===== src/rtl/lc3_mem_arbiter.sv =====
// Arbiter sharing one single-ported memory between LC3 instruction fetch and data access.
// Data wins by default; a streak limit forces pending fetches through, and a watchdog aborts hung cycles.
module lc3_mem_arbiter #(
    parameter int MAX_DATA_STREAK = 3,
    parameter int TIMEOUT         = 64
) (
    input  logic        clock,
    input  logic        reset,
    input  logic        instr_req,
    input  logic [15:0] instr_addr,
    output logic [15:0] instr_dout,
    output logic        complete_instr,
    input  logic        data_req,
    input  logic        data_we,
    input  logic [15:0] data_addr,
    input  logic [15:0] data_din,
    output logic [15:0] data_dout,
    output logic        complete_data,
    output logic [15:0] mem_addr,
    output logic        mem_rd,
    output logic        mem_wr,
    output logic [15:0] mem_wdata,
    input  logic [15:0] mem_rdata,
    input  logic        mem_ready,
    output logic        timeout_err
);

    typedef enum logic [1:0] {IDLE, I_BUSY, D_BUSY, DONE} state_t;

    localparam logic [3:0] STREAK_MAX = 4'(MAX_DATA_STREAK);
    localparam logic [7:0] WD_LIMIT   = 8'(TIMEOUT);

    state_t     state;
    logic [3:0] streak;
    logic [7:0] watchdog;
    logic       streak_full;
    logic       grant_d;
    logic       grant_i;
    logic [3:0] streak_inc;

    // A pending fetch only overrides data once the data streak has hit its limit.
    assign streak_full = (streak == STREAK_MAX);
    assign grant_d     = data_req && !(instr_req && streak_full);
    assign grant_i     = instr_req && !grant_d;
    assign streak_inc  = streak_full ? streak : streak + 4'd1;

    always_ff @(posedge clock or negedge reset) begin
        if (!reset) begin
            state          <= IDLE;
            streak         <= '0;
            watchdog       <= '0;
            instr_dout     <= '0;
            complete_instr <= 1'b0;
            data_dout      <= '0;
            complete_data  <= 1'b0;
            mem_addr       <= '0;
            mem_rd         <= 1'b0;
            mem_wr         <= 1'b0;
            mem_wdata      <= '0;
            timeout_err    <= 1'b0;
        end else begin
            case (state)
                IDLE: begin
                    if (grant_d) begin
                        state     <= D_BUSY;
                        mem_addr  <= data_addr;
                        mem_wdata <= data_din;
                        mem_rd    <= !data_we;
                        mem_wr    <= data_we;
                        watchdog  <= 8'd1;
                        streak    <= instr_req ? streak_inc : 4'd0;
                    end else if (grant_i) begin
                        state     <= I_BUSY;
                        mem_addr  <= instr_addr;
                        mem_wdata <= '0;
                        mem_rd    <= 1'b1;
                        mem_wr    <= 1'b0;
                        watchdog  <= 8'd1;
                        streak    <= '0;
                    end
                end
                I_BUSY: begin
                    if (mem_ready) begin
                        state          <= DONE;
                        mem_rd         <= 1'b0;
                        instr_dout     <= mem_rdata;
                        complete_instr <= 1'b1;
                    end else if (watchdog == WD_LIMIT) begin
                        state          <= DONE;
                        mem_rd         <= 1'b0;
                        instr_dout     <= '0;
                        complete_instr <= 1'b1;
                        timeout_err    <= 1'b1;
                    end else begin
                        watchdog <= watchdog + 8'd1;
                    end
                end
                D_BUSY: begin
                    // Aborted accesses still complete so the pipeline never stalls forever.
                    if (mem_ready) begin
                        state         <= DONE;
                        mem_rd        <= 1'b0;
                        mem_wr        <= 1'b0;
                        complete_data <= 1'b1;
                        if (mem_rd) begin
                            data_dout <= mem_rdata;
                        end
                    end else if (watchdog == WD_LIMIT) begin
                        state         <= DONE;
                        mem_rd        <= 1'b0;
                        mem_wr        <= 1'b0;
                        data_dout     <= '0;
                        complete_data <= 1'b1;
                        timeout_err   <= 1'b1;
                    end else begin
                        watchdog <= watchdog + 8'd1;
                    end
                end
                DONE: begin
                    state          <= IDLE;
                    complete_instr <= 1'b0;
                    complete_data  <= 1'b0;
                    watchdog       <= '0;
                end
                default: state <= IDLE;
            endcase
        end
    end

endmodule


===== config.mk =====
export PLATFORM = sky130hd
export DESIGN_NAME = lc3_mem_arbiter
export DESIGN_NICKNAME = d
export VERILOG_FILES = /design/src/rtl/lc3_mem_arbiter.sv
export SDC_FILE = /design/constraint.sdc
export NUM_CORES = 1
export LEC_CHECK = 0
export ABC_CLOCK_PERIOD_IN_PS = 2600
export CAP_MARGIN = 20
export CORE_ASPECT_RATIO = 1.2
export CORE_MARGIN = 10
export CORE_UTILIZATION = 44
export DETAILED_ROUTE_END_ITERATION = 7
export PLACE_DENSITY = 0.8
export SYNTH_ARGS = -nofsm -noshare
export SYNTH_HDL_FRONTEND = slang
export SYNTH_SLANG_ARGS = --single-unit

===== constraint.sdc =====
create_clock -name clock -period 2.6 [get_ports clock]
set_clock_uncertainty 0.2 [all_clocks]
set_input_delay 0.78 -clock clock [delete_from_list [all_inputs] [get_ports clock]]
set_output_delay 0.78 -clock clock [all_outputs]
set_load 0.005 [all_outputs]

==> results.md, run 1 <==
* Ports at ~140
* Final Cycle Share at ~95%
* Worst Path Arrival at approximately 1.5 ns
* Peak VDD IR at 570 uV
* Distinct cells, synth at 39
* Hold Buf Count CTS at 0
* Async set-or-reset flop fraction in the synthesized netlist at 100%
* Grt ovf at 0
* Sw Share at between 30% and 40%
* Fmax at a little over 400 MHz
* Endpoints failing setup at 0
* First-pass detailed-route iteration total at 4
* Min Hold Slack at ~0.18 ns
* Cell family with most CP delay: buffers and inverters
* Worst r2r src: state[0]
* GRT Total Usage at between 10% and 20%
* Max-cap violation count at 0
* Worst Setup Path Type: flop to output pin
* Worst-path fanout max at 12
* Vias at between 3000 and 4000
* Drt initial violations at roughly 200
* Die width at between 100 and 150 um
* Final nets at between 500 and 600
* Via/cell ratio at 5.26
* Vias in the first global route at ~3400
* Worst Hold Class: input port to asynchronous set/reset pin
* Clock power share at 16.4%
* Core Region at 0.00820 mm^2
* Lkg Pwr at about 2.4 nW
* DRC Markers at 0
* Max-slew violations at 0
* CTS root buf: clkbuf_8
* Avg Inst Size Synth at roughly 9.9 um^2
* Pwr dens at ~1100 mW/mm^2
* Sink Count at 83
* P_int at between 3 and 4 mW
* Post-Layout Cell Count at 635
* Flop pwr share at a little under two fifths
* Placer Congestion at 0.849
* Yosys warns at 0
* Routed WL at between 10000 and 15000 um
* Req. time, crit path at 1.62 ns
* Placed cell count at approximately 620
* Rel. slew slack at 58.6%
* Switch Pwr at about 2 mW
* Synth Cell Area at approximately 0.0037 mm^2
* Count of cells resized by post-cts repair at 0
* Post-synth EDFFs at 0
* TritonCTS Buffers at 9
* Largest net degree at the start of global routing at 49
* Dpl ws at -0.256 ns
* Area growth syn-to-layout at 48.2%
* Post-DR wirelength/cell at roughly 16 um
* Worst reg2reg path depth at 6
* Crit-path cells: clkdlybuf4s50_1
* Yosys reg bits at 83
* Share of post-route cells with drive strength above 1 at approximately 6.5%
* Status: complete, no violations
* Clock Pin Slew Worst Setup and Hold Paths at about 0.09 ns
* Final Cell Area at roughly 0.0055 mm^2
* Post-synthesis sequential area ratio at 55.9%
* Fin crit period at 2.48 ns
* Die area at about 0.013 mm^2
* CTS H-tree depth at 3
* Startpoint types: flop
* Rows at 36
* R2r endpoint: watchdog[0]
* CTS Buffer Depth at 2
* Worst setup EP type: output pin
* Slew at the pin closest to its max-slew limit at between 0.6 and 0.7 ns
* Routed Antenna Nets at 0
* CP max stage cell: clkdlybuf4s50_1
* Max incr delay on CP at 0.58 ns
* First-pass GRT wire length at approximately 17000 um
* R2r setup slk at between 0.3 and 0.4 ns
* HPWL Detailed at roughly 8000 um
* WP buf/inv at 1
* Comb power frac at 46.4%
* Initial Util at between 40% and 50%
* Power, Total at a little under 6 mW
* Net count after synthesis at ~460
* Final Hold Violating Endpoints at 0
* Top_reg_cell synth: dfrtp_1
* Unrepaired setup endpoints after global routing: no
* Worst-Skew Late Latency at around 0.35 ns
* Initial antenna violation count at 0
* Post-DP Area at roughly 0.0053 mm^2
* Diodes inserted at 0
* Fin worst setup slack at roughly 0.12 ns
* Synthesized instance count at roughly 380
* Die H at ~120 um
* CTS tree: done
* Port Buffer Count at ~140
* Setup bufs post-CTS at 0
stage by stage:
step | setup TNS, ns | utilization [%]
2_1_floorplan | 0 | -
3_3_place_gp | -1.02 | 64.6
3_5_place_dp | -1.55 | 64.6
4_1_cts | 0 | 67.1
5_1_grt | 0 | 67.2
6_report | 0 | 67.2
power by group through the flow:
| stage | Combinational [mW] | Clock, mW | Sequential [mW] |
|---|---|---|---|
| 5_1_grt | 3.01 | 1.03 | 2.25 |
| 4_1_cts | 2.76 | 0.978 | 2.17 |
| 3_5_place_dp | 2.73 | 0 | 2.20 |
| 2_1_floorplan | 1.27 | 0 | 2.18 |
| 3_3_place_gp | 2.66 | 0 | 2.17 |
| 6_report | 2.71 | 0.956 | 2.17 |
layout make-up:
cell class	count	area (um^2)
Fill cell	671	2690
Multi-Input combinational cell	261	1530
Timing Repair Buffer	152	1520
Sequential cell	83	2080
Clock inverter	7	81.3
Inverter	9	33.8
Tap cell	114	143
Clock buffer	9	124
per-layer routing:
| metal | global-route usage [%] | up-vias | share of wire (%) |
|---|---|---|---|
| met5 | 0 | - | 0 |
| li1 | - | 1614 | - |
| met4 | 5.66 | 0 | 2.1 |
| met3 | 5.31 | 17 | 6.9 |
| met1 | 19.8 | 1585 | 43 |
| met2 | 27.4 | 124 | 48 |
synth_stat cells, types with 2 or more instances:
cell type  number  share of area (%)
dfrtp_1        83                 56
nand2_1        79                8.0
o21ai_0        32                4.3
a22o_1         25                5.9
nor2_1         22                2.2
a31oi_1        18                3.0
clkbuf_1       16                1.6
a21oi_1        13                1.8
nand3_1         9                1.2
ha_1            8                2.7
inv_1           8               0.81
nor2b_1         8                1.3
o2bb2ai_1       7                1.6
o31ai_1         7                1.4
buf_2           4               0.54
a21o_1          3               0.61
and2_1          3               0.50
and3_1          3               0.50
buf_1           3               0.30
nand2b_1        3               0.50
nand4_1         3               0.50
a2bb2oi_1       2               0.47
nor3b_1         2               0.40
how the worst max path moves through the flow:
stage               startpoint  slack, ns  cells after the start     endpoint
floorplan            mem_ready       0.49                      5  watchdog[3]
CTS                     mem_rd       0.09                      1       mem_rd
finish                  mem_rd       0.12                      1       mem_rd
global route            mem_rd       0.04                      1       mem_rd
global placement      data_req      -0.22                      5  watchdog[0]
detailed placement    data_req      -0.26                      5  watchdog[0]
cells in the final DEF (no fill, tap or decap), drive strengths merged, types with 2 or more instances in the layout:
cell type / n
dfrtp: 83
and3: 3
nor2: 22
ha: 8
nor3b: 2
o31ai: 7
inv: 13
a22o: 25
nand3: 9
nor2b: 8
buf: 15
nand2b: 3
a31oi: 18
and2: 3
clkdlybuf4s50: 137
clkbuf: 9
a2bb2oi: 2
a21o: 3
o2bb2ai: 7
nand4: 3
o21ai: 32
a21oi: 13
nand2: 79
state kept, by name (all words and copies together), names as in the netlist, 2 cells and up:
name,count
data_dout,16
watchdog,8
state,2
streak,4
instr_dout,16
mem_addr,16
mem_wdata,16
cell families after synthesis:
logic type | share of synthesized area, %
adders and majority gates | 2.69
muxes | 0.269
AOI/OAI and AO/OA | 21.0
and+or+nand+nor | 16.6
DFF | 55.9
buffers and inverters | 3.50
Note: power is estimated with default switching activity, not from simulation.
==> inputs of run 2 (changes only) <==
--- a/config.mk
+++ b/config.mk
@@ -7,9 +7,9 @@
 export LEC_CHECK = 0
 export ABC_CLOCK_PERIOD_IN_PS = 2600
 export CAP_MARGIN = 20
-export CORE_ASPECT_RATIO = 1.2
 export CORE_MARGIN = 10
 export CORE_UTILIZATION = 44
+export CTS_CLUSTER_SIZE = 25
 export DETAILED_ROUTE_END_ITERATION = 7
 export PLACE_DENSITY = 0.8
 export SYNTH_ARGS = -nofsm -noshare
==> results.md, run 2 (synthesis gave the netlist of run 1 again) <==
* First-pass GRT wire length at 17400 um (about the same)
* GRT Total Usage at 16.7% (was 16.5%)
* Grt ovf at 0 (unchanged)
* Fin crit period at 2.26 ns (was 2.48 ns)
* Final Cell Area at 0.00552 mm^2 (was 0.00551 mm^2)
* Dpl ws at -0.00488 ns (was -0.256 ns)
* Die area at 0.0125 mm^2 (about the same)
* Post-DP Area at 0.00532 mm^2 (was 0.00530 mm^2)
* Worst r2r src: state[0] (unchanged)
* Post-Layout Cell Count at 630 (was 635)
* Switch Pwr at 1.97 mW (was 2.02 mW)
* Initial Util at 45.2% (was 45.3%)
* Multi-input logic area at 0.00152 mm^2 (was 0.00153 mm^2)
* Worst-path fanout max at 3 (was 12)
* Max incr delay on CP at 0.55 ns (was 0.58 ns)
* Unrepaired setup endpoints after global routing: no (unchanged)
* Area growth syn-to-layout at 48.5% (was 48.2%)
* Die width at 112 um (was 104 um)
* Final Util at 67.2% (about the same)
* Share of post-route cells with drive strength above 1 at 7.05% (was 6.53%)
* Endpoints failing setup at 0 (unchanged)
* Slew at the pin closest to its max-slew limit at 0.602 ns (was 0.621 ns)
* Vias at 3308 (was 3340)
* Post-DR wirelength/cell at 16.9 um (was 16.4 um)
* Fin worst setup slack at 0.340 ns (was 0.120 ns)
* Startpoint types: flop (unchanged)
* Lkg Pwr at 2.37 nW (was 2.35 nW)
* Routed Antenna Nets at 0 (unchanged)
* Setup bufs post-CTS at 0 (unchanged)
* Req. time, crit path at 1.62 ns (about the same)
* FF+latch area at 0.00208 mm^2 (unchanged)
* Rel. slew slack at 59.9% (was 58.6%)
* Crit-path cells: clkdlybuf4s50_1 (unchanged)
* Fin Setup TNS at 0 ns (unchanged)
* CTS Buffer Depth at 2 (unchanged)
* R2r setup slk at 0.36 ns (was 0.32 ns)
* Routed WL at 10600 um (was 10400 um)
* Comb power frac at 47.1% (was 46.4%)
* Worst Setup Path Type: flop to output pin (unchanged)
* Final Cycle Share at 86.9% (was 95.4%)
* Worst Path Arrival at 1.28 ns (was 1.50 ns)
* Pwr dens at 1050 mW/mm^2 (was 1060 mW/mm^2)
* Hold Buf Count CTS at 0 (unchanged)
* Max-slew violations at 0 (unchanged)
* Count of cells resized by post-cts repair at 0 (unchanged)
* Rows at 33 (was 36)
* Worst reg2reg path depth at 5 (was 6)
* Worst-Skew Late Latency at 0.35 ns (about the same)
* Leading cell types in the layout, fill and taps excluded: clkdlybuf4s50_1 (137), dfrtp_1 (83), nand2_1 (79) (unchanged)
* Final nets at 598 (was 594)
* Power, Total at 5.82 mW (was 5.84 mW)
* Worst setup EP type: output pin (unchanged)
* Worst Hold Class: input port to asynchronous set/reset pin (unchanged)
* Die H at 112 um (was 121 um)
* Layout fillers at 640 (was 671)
* Largest net degree at the start of global routing at 49 (unchanged)
* CP max stage cell: clkdlybuf4s50_1 (unchanged)
* Min Hold Slack at 0.126 ns (was 0.183 ns)
* Port Buffer Count at 138 (unchanged)
* Cell family with most CP delay: buffers and inverters (unchanged)
* P_int at 3.85 mW (was 3.82 mW)
* DRC Markers at 0 (unchanged)
* Drt initial violations at 132 (was 202)
* Core Region at 0.00822 mm^2 (was 0.00820 mm^2)
* CTS root buf: clkbuf_8 (unchanged)
* Sink Count at 83 (unchanged)
* HPWL Detailed at 8200 um (was 8010 um)
* Flop pwr share at 37.0% (was 37.2%)
* R2r endpoint: watchdog[7] (was watchdog[0])
* Ports at 139 (unchanged)
* WP buf/inv at 1 (unchanged)
* CTS H-tree depth at 3 (unchanged)
* Placer Congestion at 0.790 (was 0.849)
* TritonCTS Buffers at 9 (unchanged)
* First-pass detailed-route iteration total at 4 (unchanged)
* Diodes inserted at 0 (unchanged)
* Max-cap violation count at 0 (unchanged)
* Initial antenna violation count at 0 (unchanged)
* CTS tree: done (unchanged)
* Sw Share at 33.9% (was 34.5%)
* Via/cell ratio at 5.25 (was 5.26)
* Vias in the first global route at 3436 (was 3421)
* Fmax at 442 MHz (was 403 MHz)
* Status: complete, no violations (unchanged)
* Clock Pin Slew Worst Setup and Hold Paths at 0.09 ns (about the same)
* Peak VDD IR at 496 uV (was 570 uV)
* Leading cell type in the layout, fill and taps excluded: clkdlybuf4s50_1 (unchanged)
* Placed cell count at 614 (was 619)
* Final Hold Violating Endpoints at 0 (unchanged)
* Clock power share at 15.9% (was 16.4%)
==> run 2: changes by cell type in the layout (fill, tap and decap cells not counted) <==
cell,before,now
clkbuf_8,9,10
inv_6,5,0
buf_4,12,16
nor3b_2,1,0
nor3b_1,1,2
clkinv_2,0,2
clkinv_4,0,2
==> run 2: worst max-delay path by stage <==
| stage | startpoint | slack, ns | endpoint | depth (start not counted) |
|---|---|---|---|---|
| floorplan | mem_ready | 0.49 | watchdog[3] | 5 |
| global placement | instr_req | 0.07 | watchdog[0] | 5 |
| detailed placement | instr_req | -0.005 | watchdog[7] | 5 |
| CTS | mem_wr | 0.32 | mem_wr | 1 |
| global route | state[0] | 0.21 | watchdog[4] | 5 |
| finish | complete_instr | 0.34 | complete_instr | 1 |
==> run 2: routing by layer <==
layer  wire (um)  global-route usage [%]
met3         714                    5.80
met5           0                       0
met4         223                    6.60
met2        5280                    28.6
met1        4400                    18.7
==> run 2: power by group through the flow <==
stage	Combinational (mW)	Sequential, mW	Clock [mW]
finish	2.74	2.15	0.927
global route	3.04	2.23	1.00
CTS	2.78	2.16	0.954
detailed placement	2.77	2.18	0
global placement	2.70	2.15	0
floorplan	1.27	2.18	0
==> run 2: area by class of cell <==
type	instances	area share, %
Timing Repair Buffer	156	28.1
Inverter	9	0.612
Clock buffer	10	2.49
Sequential cell	83	37.6
Multi-Input combinational cell	261	27.6
Clock inverter	6	1.18
Tap cell	105	2.38
